## config.mk

```make
export PLATFORM = sky130hd
export DESIGN_NAME = mod_updown_counter
export DESIGN_NICKNAME = d
export VERILOG_FILES = /design/src/rtl/mod_counter_pkg.sv /design/src/rtl/mod_counter_next.sv /design/src/rtl/mod_updown_counter.sv
export SDC_FILE = /design/constraint.sdc
export NUM_CORES = 1
export LEC_CHECK = 0
export ABC_AREA = 1
export CORE_MARGIN = 2
export CORE_UTILIZATION = 61
export DETAILED_ROUTE_END_ITERATION = 10
export PLACE_DENSITY = 0.94
export SYNTH_ARGS = -nofsm -noshare
export SYNTH_HDL_FRONTEND = slang
export SYNTH_HIERARCHICAL = 1
export SYNTH_SLANG_ARGS = --single-unit
```

## constraint.sdc

```tcl
create_clock -name Clock -period 3.68 [get_ports Clock]
set_input_delay 0.368 -clock Clock [delete_from_list [all_inputs] [get_ports Clock]]
set_output_delay 0.368 -clock Clock [all_outputs]
set_load 0.01 [all_outputs]
```

## src/rtl/mod_counter_pkg.sv

```systemverilog
// -----------------------------------------------------------------------------
// mod_counter_pkg
// Shared constants for the modulus up/down counter.
//   GO_UP / GO_DOWN      : {Up,Down} direction encodings that request a count
//   MODE_WRAP / MODE_SAT : overflow handling selected by SatMode
//   isCountDir()         : true when a {Up,Down} pair requests a count
// -----------------------------------------------------------------------------
package mod_counter_pkg;

    localparam logic [1:0] GO_UP   = 2'b10;
    localparam logic [1:0] GO_DOWN = 2'b01;

    localparam logic MODE_WRAP = 1'b0;
    localparam logic MODE_SAT  = 1'b1;

    // 2'b00 and 2'b11 both decode to hold.
    function automatic logic isCountDir(input logic [1:0] dir);
        return (dir == GO_UP) || (dir == GO_DOWN);
    endfunction

endpackage

```

## src/rtl/mod_counter_next.sv

```systemverilog
// -----------------------------------------------------------------------------
// mod_counter_next
// Purely combinational next-count computation for mod_updown_counter.
// Ports:
//   Count       in  BITS  current registered count
//   Limit       in  BITS  inclusive terminal value (range 0..Limit)
//   S           in  BITS  effective step, already clamped to Limit
//   StepNonZero in  1     raw Step input was non-zero (needed when Limit = 0,
//                         where S is forced to 0 but events must still fire)
//   Direction   in  2     {Up,Down}; only GO_UP / GO_DOWN change the count
//   SatMode     in  1     MODE_WRAP or MODE_SAT
//   NextCount   out BITS  count to load on a count cycle
//   Carry       out 1     up-overflow event for this count cycle
//   Borrow      out 1     down-underflow event for this count cycle
// -----------------------------------------------------------------------------
module mod_counter_next
    import mod_counter_pkg::*;
#(
    parameter int BITS = 8
) (
    input  logic [BITS-1:0] Count,
    input  logic [BITS-1:0] Limit,
    input  logic [BITS-1:0] S,
    input  logic            StepNonZero,
    input  logic [1:0]      Direction,
    input  logic            SatMode,
    output logic [BITS-1:0] NextCount,
    output logic            Carry,
    output logic            Borrow
);

    localparam logic [BITS:0] ONE_EXT = {{BITS{1'b0}}, 1'b1};

    // One extra bit keeps Count+S and Count+Limit+1 from truncating.
    logic [BITS:0] cntExt;
    logic [BITS:0] limExt;
    logic [BITS:0] sExt;
    logic [BITS:0] upSum;
    logic [BITS:0] upWrap;
    logic [BITS:0] downDiff;
    logic [BITS:0] downWrap;

    assign cntExt   = {1'b0, Count};
    assign limExt   = {1'b0, Limit};
    assign sExt     = {1'b0, S};
    assign upSum    = cntExt + sExt;
    assign upWrap   = upSum - (limExt + ONE_EXT);
    assign downDiff = cntExt - sExt;
    assign downWrap = cntExt + (limExt + ONE_EXT) - sExt;

    // NOTE: every output gets a default before the if/else chain, so no path
    // leaves a signal unassigned and no latch is inferred.
    always_comb begin
        NextCount = Count;
        Carry     = 1'b0;
        Borrow    = 1'b0;

        if (cntExt > limExt) begin
            // Limit was lowered below the count: snap back, no event.
            NextCount = Limit;
        end else if (Direction == GO_UP) begin
            if (Limit == '0) begin
                Carry = StepNonZero;
            end else if (upSum > limExt) begin
                Carry     = 1'b1;
                NextCount = (SatMode == MODE_SAT) ? Limit : upWrap[BITS-1:0];
            end else begin
                NextCount = upSum[BITS-1:0];
            end
        end else if (Direction == GO_DOWN) begin
            if (Limit == '0) begin
                Borrow = StepNonZero;
            end else if (cntExt < sExt) begin
                Borrow    = 1'b1;
                NextCount = (SatMode == MODE_SAT) ? '0 : downWrap[BITS-1:0];
            end else begin
                NextCount = downDiff[BITS-1:0];
            end
        end
    end

endmodule

```

## src/rtl/mod_updown_counter.sv

```systemverilog
// -----------------------------------------------------------------------------
// mod_updown_counter
// Up/down counter with run-time modulus (0..Limit), programmable step,
// wrap/saturate overflow and registered carry/borrow pulses for cascading.
// Optional feature macro: MOD_COUNTER_LOAD_EN adds Load/LoadValue, a
// synchronous load with highest priority that is independent of Enable.
// Ports:
//   Clock       in  1          rising-edge clock
//   ResetN      in  1          asynchronous active-low reset
//   Enable      in  1          count-cycle qualifier
//   Up, Down    in  1          direction request; 10 up, 01 down, else hold
//   SatMode     in  1          0 = wrap, 1 = saturate
//   Limit       in  BITS       inclusive terminal value
//   Step        in  STEP_BITS  step magnitude (clamped to Limit)
//   Load        in  1          synchronous load     (MOD_COUNTER_LOAD_EN only)
//   LoadValue   in  BITS       load data            (MOD_COUNTER_LOAD_EN only)
//   Count       out BITS       registered count
//   FullFlag    out 1          Count == Limit
//   EmptyFlag   out 1          Count == 0
//   CarryPulse  out 1          registered one-cycle up-overflow event
//   BorrowPulse out 1          registered one-cycle down-underflow event
// -----------------------------------------------------------------------------
module mod_updown_counter
    import mod_counter_pkg::*;
#(
    parameter int BITS      = 8,
    parameter int STEP_BITS = 4
) (
    input  logic                 Clock,
    input  logic                 ResetN,
    input  logic                 Enable,
    input  logic                 Up,
    input  logic                 Down,
    input  logic                 SatMode,
    input  logic [BITS-1:0]      Limit,
    input  logic [STEP_BITS-1:0] Step,
`ifdef MOD_COUNTER_LOAD_EN
    input  logic                 Load,
    input  logic [BITS-1:0]      LoadValue,
`endif
    output logic [BITS-1:0]      Count,
    output logic                 FullFlag,
    output logic                 EmptyFlag,
    output logic                 CarryPulse,
    output logic                 BorrowPulse
);

    logic [1:0]      direction;
    logic            countCycle;
    logic [BITS-1:0] stepExt;
    logic [BITS-1:0] stepEff;
    logic [BITS-1:0] nextCount;
    logic            nextCarry;
    logic            nextBorrow;

    assign direction  = {Up, Down};
    assign countCycle = Enable && isCountDir(direction);
    assign stepExt    = BITS'(Step);
    assign stepEff    = (stepExt > Limit) ? Limit : stepExt;

    mod_counter_next #(
        .BITS(BITS)
    ) u_next (
        .Count      (Count),
        .Limit      (Limit),
        .S          (stepEff),
        .StepNonZero(Step != '0),
        .Direction  (direction),
        .SatMode    (SatMode),
        .NextCount  (nextCount),
        .Carry      (nextCarry),
        .Borrow     (nextBorrow)
    );

    // NOTE: state registers use non-blocking assignments so every register
    // samples pre-edge values regardless of statement order.
    always_ff @(posedge Clock or negedge ResetN) begin
        if (!ResetN) begin
            Count       <= '0;
            CarryPulse  <= 1'b0;
            BorrowPulse <= 1'b0;
        end else begin
`ifdef MOD_COUNTER_LOAD_EN
            if (Load) begin
                Count       <= (LoadValue > Limit) ? Limit : LoadValue;
                CarryPulse  <= 1'b0;
                BorrowPulse <= 1'b0;
            end else
`endif
            if (countCycle) begin
                Count       <= nextCount;
                CarryPulse  <= nextCarry;
                BorrowPulse <= nextBorrow;
            end else begin
                CarryPulse  <= 1'b0;
                BorrowPulse <= 1'b0;
            end
        end
    end

    // Flags track Limit combinationally, so a Limit change shows immediately.
    assign FullFlag  = (Count == Limit);
    assign EmptyFlag = (Count == '0);

endmodule

```

==> results of run 1 <==
## metrics by stage
stage / setup WS [ns] / hold slack (ns) / instances
4_1_cts: -0.0933 / 0.492 / 757
3_5_place_dp: -0.937 / 0.699 / 746
3_3_place_gp: -0.660 / 0.692 / 746
2_1_floorplan: -0.0119 / 0.0724 / 572
## logic make-up after synthesis
kind of cell,after synthesis
DFF,10
and+or+nand+nor,276
buffers and inverters,104
other,1
xor gates and xnor gates,20
AOI/OAI and AO/OA,90
adders and majority gates,63
## routing by layer
metal	GRT overflow	track usage (%)
met1	0	79.0
met2	35	96.5
met3	1	59.6
met4	23	84.2
met5	0	12.7
## timing repair
item | 4_1_cts
endpoints found under the setup margin | 9
pin swaps | 40
gates resized for setup | 90
buffers inserted | 8
==> results.ini, run 1 <==
[global_routing]
grt_max_degree=19
overflow=59
track_usage_pct=78.9

[synth]
synthTopCellsByCount=nand2_1, inv_1, ha_1
avgSynthCellArea_sq_um=6.21
synthCells=564
ys.flop_type=dfrtp_1
yosysTopAreaCell=ha_1
async_reset_ff_share_pct=100
synthSimpleGateAreaFrac_pct=36.2
ys_ff_latch=10
synth_top_area_share_pct=18.9
synth_xor_area_share_pct=5.00
synth_most_common_cell=nand2_1
ys_seq_area_share_pct=7.15
synth_area_sq_mm=0.00350
synthMuxAreaShare_pct=0
ys.warnings.count=6
synth_compound_area_share_pct=15.1
yosysUniqueCellTypes=44
synth_edf_count=0
synthAdderAreaFrac_pct=24.7
synth_top_family_by_area=simple AND/OR/NAND/NOR gates
synth_area_leaders=ha_1, nand2_1, inv_1, a21oi_1, dfrtp_1

[placed_design]
port_buffers=29
dpl.hpwl_um=10200
place_congestion=1.09
placed_cell_area_sq_mm=0.00455

[run_status]
haltStage=5_1_grt
status=aborted with a tool error
firstError=[ERROR GRT-0232] Routing congestion too high. Check the congestion heatmap in the GUI.

[sta]
worstEpCategory=register data pin
worstEndpointGrtRepair=Count[2]$_DFFE_PN0P_/D

[cts]
clock-sinks=10
cts_buffer_depth=2
ctsHoldBuffers=0
htree_levels=1
numCtsBuffers=3
clockRootBuffer=clkbuf_8

[floorplan]
row_count=27
initial_core_util_pct=63.2
fp.dieW_um=79.8
ios=30
die_h_um=79.8

==> run 2, diff against run 1 <==
--- a/config.mk
+++ b/config.mk
@@ -7,9 +7,9 @@
 export LEC_CHECK = 0
 export ABC_AREA = 1
 export CORE_MARGIN = 2
-export CORE_UTILIZATION = 61
+export CORE_UTILIZATION = 40
 export DETAILED_ROUTE_END_ITERATION = 10
-export PLACE_DENSITY = 0.94
+export PLACE_DENSITY_LB_ADDON = 0.15
 export SYNTH_ARGS = -nofsm -noshare
 export SYNTH_HDL_FRONTEND = slang
 export SYNTH_HIERARCHICAL = 1
==> results.ini, run 2 <==
[global_routing]
grt_pass1_wl_um=20500
grt_pass1_vias=4084
overflow=0
grt_antenna_before_repair=0
track_usage_pct=26.6
grt_max_degree=19

[sta]
period_minus_slack_ns=3.69
slew_headroom_pct=58.0
layout_setup_ws_ns=-0.00780
min_period_over_period_pct=100
final_hold_viol_count=0
grt_setup_unrepaired=true
fin_skew_ns=0.00185
worstMarginPinSlew_ns=0.628
setup_viol=3
max_freq_ghz=0.271
fin_tns_setup_ns=-0.0117
slew_viol_final=0

[drt]
ant_nets=0
drtIter0Drc=264
routed_wl_um=12800
drcViolationCount=0
wire_per_inst_um=15.7
dr_total_vias=4171
firstDrtPassIters=5
viasPerCell=5.12

[layout]
layout-drive-gt1-share_pct=34.7
largest-register=Count
instances_no_fill=814
postLayoutCoreUtil_pct=60.5
nFillCells=817
top_regs=Count: 8 flops, BorrowPulse: 1 flops, CarryPulse: 1 flops
final_nets=788
final_cell_mix=nand2_1, buf_4, inv_1, a21oi_1, ha_1
syn_to_final_growth_pct=48.6
diodes=0
largest_register_ffs=8
final_common_cell=nand2_1

[floorplan]
die_h_um=97.6  ; was 79.8 um
dieArea_sq_mm=0.00952
fp.dieW_um=97.6  ; was 79.8 um
core_area_sq_mm=0.00859
ios=30  ; unchanged
row_count=34  ; was 27
initial_core_util_pct=40.7  ; was 63.2%

[synth]
ys_ff_latch=10  ; unchanged
yosysTopAreaCell=ha_1  ; unchanged
async_reset_ff_share_pct=100  ; unchanged
yosysUniqueCellTypes=44  ; unchanged
synthTopCellsByCount=nand2_1, inv_1, ha_1  ; unchanged
avgSynthCellArea_sq_um=6.21  ; unchanged
synthAdderAreaFrac_pct=24.7  ; unchanged
ys_seq_area_share_pct=7.15  ; unchanged
synthCells=564  ; unchanged
synth_compound_area_share_pct=15.1  ; unchanged
synth_edf_count=0  ; unchanged
synth_top_family_by_area=simple AND/OR/NAND/NOR gates  ; unchanged
synth_xor_area_share_pct=5.00  ; unchanged
synthSimpleGateAreaFrac_pct=36.2  ; unchanged
ys.flop_type=dfrtp_1  ; unchanged
synthMuxAreaShare_pct=0  ; unchanged
synth_most_common_cell=nand2_1  ; unchanged
synth_area_leaders=ha_1, nand2_1, inv_1, a21oi_1, dfrtp_1  ; unchanged
ys.warnings.count=6  ; unchanged
synth_top_area_share_pct=18.9  ; unchanged
synth_area_sq_mm=0.00350  ; unchanged

[worst_setup_path]
cp_slowest_stage_delay_ns=0.37
worstSetupEndpointType=flip-flop
path_class=in -> reg
path_max_fanout=4
start_kind=primary input
cp.arrival_ns=3.81
cpMaxStageDelayCell=fa_2
cp.required_ns=3.80
cp_common_cell=nand2_2

[run_status]
violations=setup timing
status=finished with violations  ; was aborted with a tool error

[power_and_ir_drop]
cellLeakagePower_nw=2.68
total_power_mw=4.75
powerDensity_mw_per_mm2=914
vdd_drop_max_uv=530

[cts]
cts_tree=done
clk_latency_ns=0.24
clkTransAtPathRegs_ns=0.05
cts_buffer_depth=2  ; unchanged
htree_levels=1  ; unchanged
clock-sinks=10  ; unchanged
clockRootBuffer=clkbuf_8  ; unchanged
numCtsBuffers=3  ; unchanged

[placed_design]
place_congestion=0.990  ; was 1.09
pre_cts_ws_ns=-0.967  ; was -0.937 ns
dpl.hpwl_um=10200  ; about the same
port_buffers=29  ; unchanged
dp_cells=796  ; was 746

[worst_hold_path]
hold_path.class=in -> async

[flow_run]
drv_cap=0

## run 2: kinds of logic after synthesis
group / after synthesis
AND/OR/NAND/NOR: 276
buffers and inverters: 104
AO/OA/AOI/OAI: 90
adder cells (fa/ha/maj): 63
XOR/XNOR: 20
flip-flops: 10
other: 1
## run 2: metrics by stage
| stage | hold WS, ns | instance area [sq um] |
|---|---|---|
| 6_report | 0.464 | 5200 |
| 3_5_place_dp | 0.745 | 4690 |
| 4_1_cts | 0.485 | 4940 |
| 3_3_place_gp | 0.733 | 4690 |
| 2_1_floorplan | 0.0724 | 3610 |
| 5_1_grt | 0.500 | 5200 |
## run 2: path summary, 6_finish.rpt
check | start | endpoint | slack [ns] | depth (start not counted)
setup / recovery | Limit[5] | Count[2] | -0.008 | 29
hold / removal | ResetN | Count[2] | 0.46 | 1
setup reg to reg | Count[4] | Count[7] | 0.47 | 18
hold reg to reg | Count[7] | Count[7] | 0.77 | 3
max in group asynchronous | ResetN | Count[4] | 2.88 | 1
min in group Clock | Limit[2] | Count[2] | 0.65 | 6
## run 2: metal layers
metal | vias up | track usage [%] | part of all wire (%)
met3 | 25 | 2.59 | 4.9
met2 | 123 | 43.6 | 46
li1 | 2092 | - | -
met4 | 0 | 7.05 | 2.1
met5 | - | 0 | 0
met1 | 1931 | 37.4 | 47
## run 2: critical path, delay by kind of cell
family	cells	cell delay (ns)
buffers and inverters	6	0.65
xor gates and xnor gates	1	0.15
and+or+nand+nor	16	1.37
adders and majority gates	3	0.81
AOI/OAI and AO/OA	3	0.43
## run 2: power by group
group | internal (mW) | total [mW] | switching [mW] | leakage, nW
clock | 0.0945 | 0.143 | 0.0483 | 0.0288
sequential | 0.155 | 0.246 | 0.0914 | 0.128
combinational | 1.99 | 4.37 | 2.37 | 2.53
total | 2.24 | 4.75 | 2.51 | 2.68
## run 2: timing repair
action / CTS / global route
endpoints found under the setup margin: 9 / 9
setup buffers: 11 / 4
gates cloned: 0 / 0
pin swaps: 38 / 44
hold buffers: 0 / 0
gates resized for setup: 77 / 63
## run 2: area by class of cell
class                           instances  area, sq um  share of cell area [%]
Inverter                               99          382                    7.34
Timing Repair Buffer                  135         1110                    21.3
Multi-Input combinational cell        458         3270                    62.9
Tap cell                              108          135                    2.60
Clock buffer                            4         55.1                    1.06
Sequential cell                        10          250                    4.81
(Power assumes the default switching activity.)
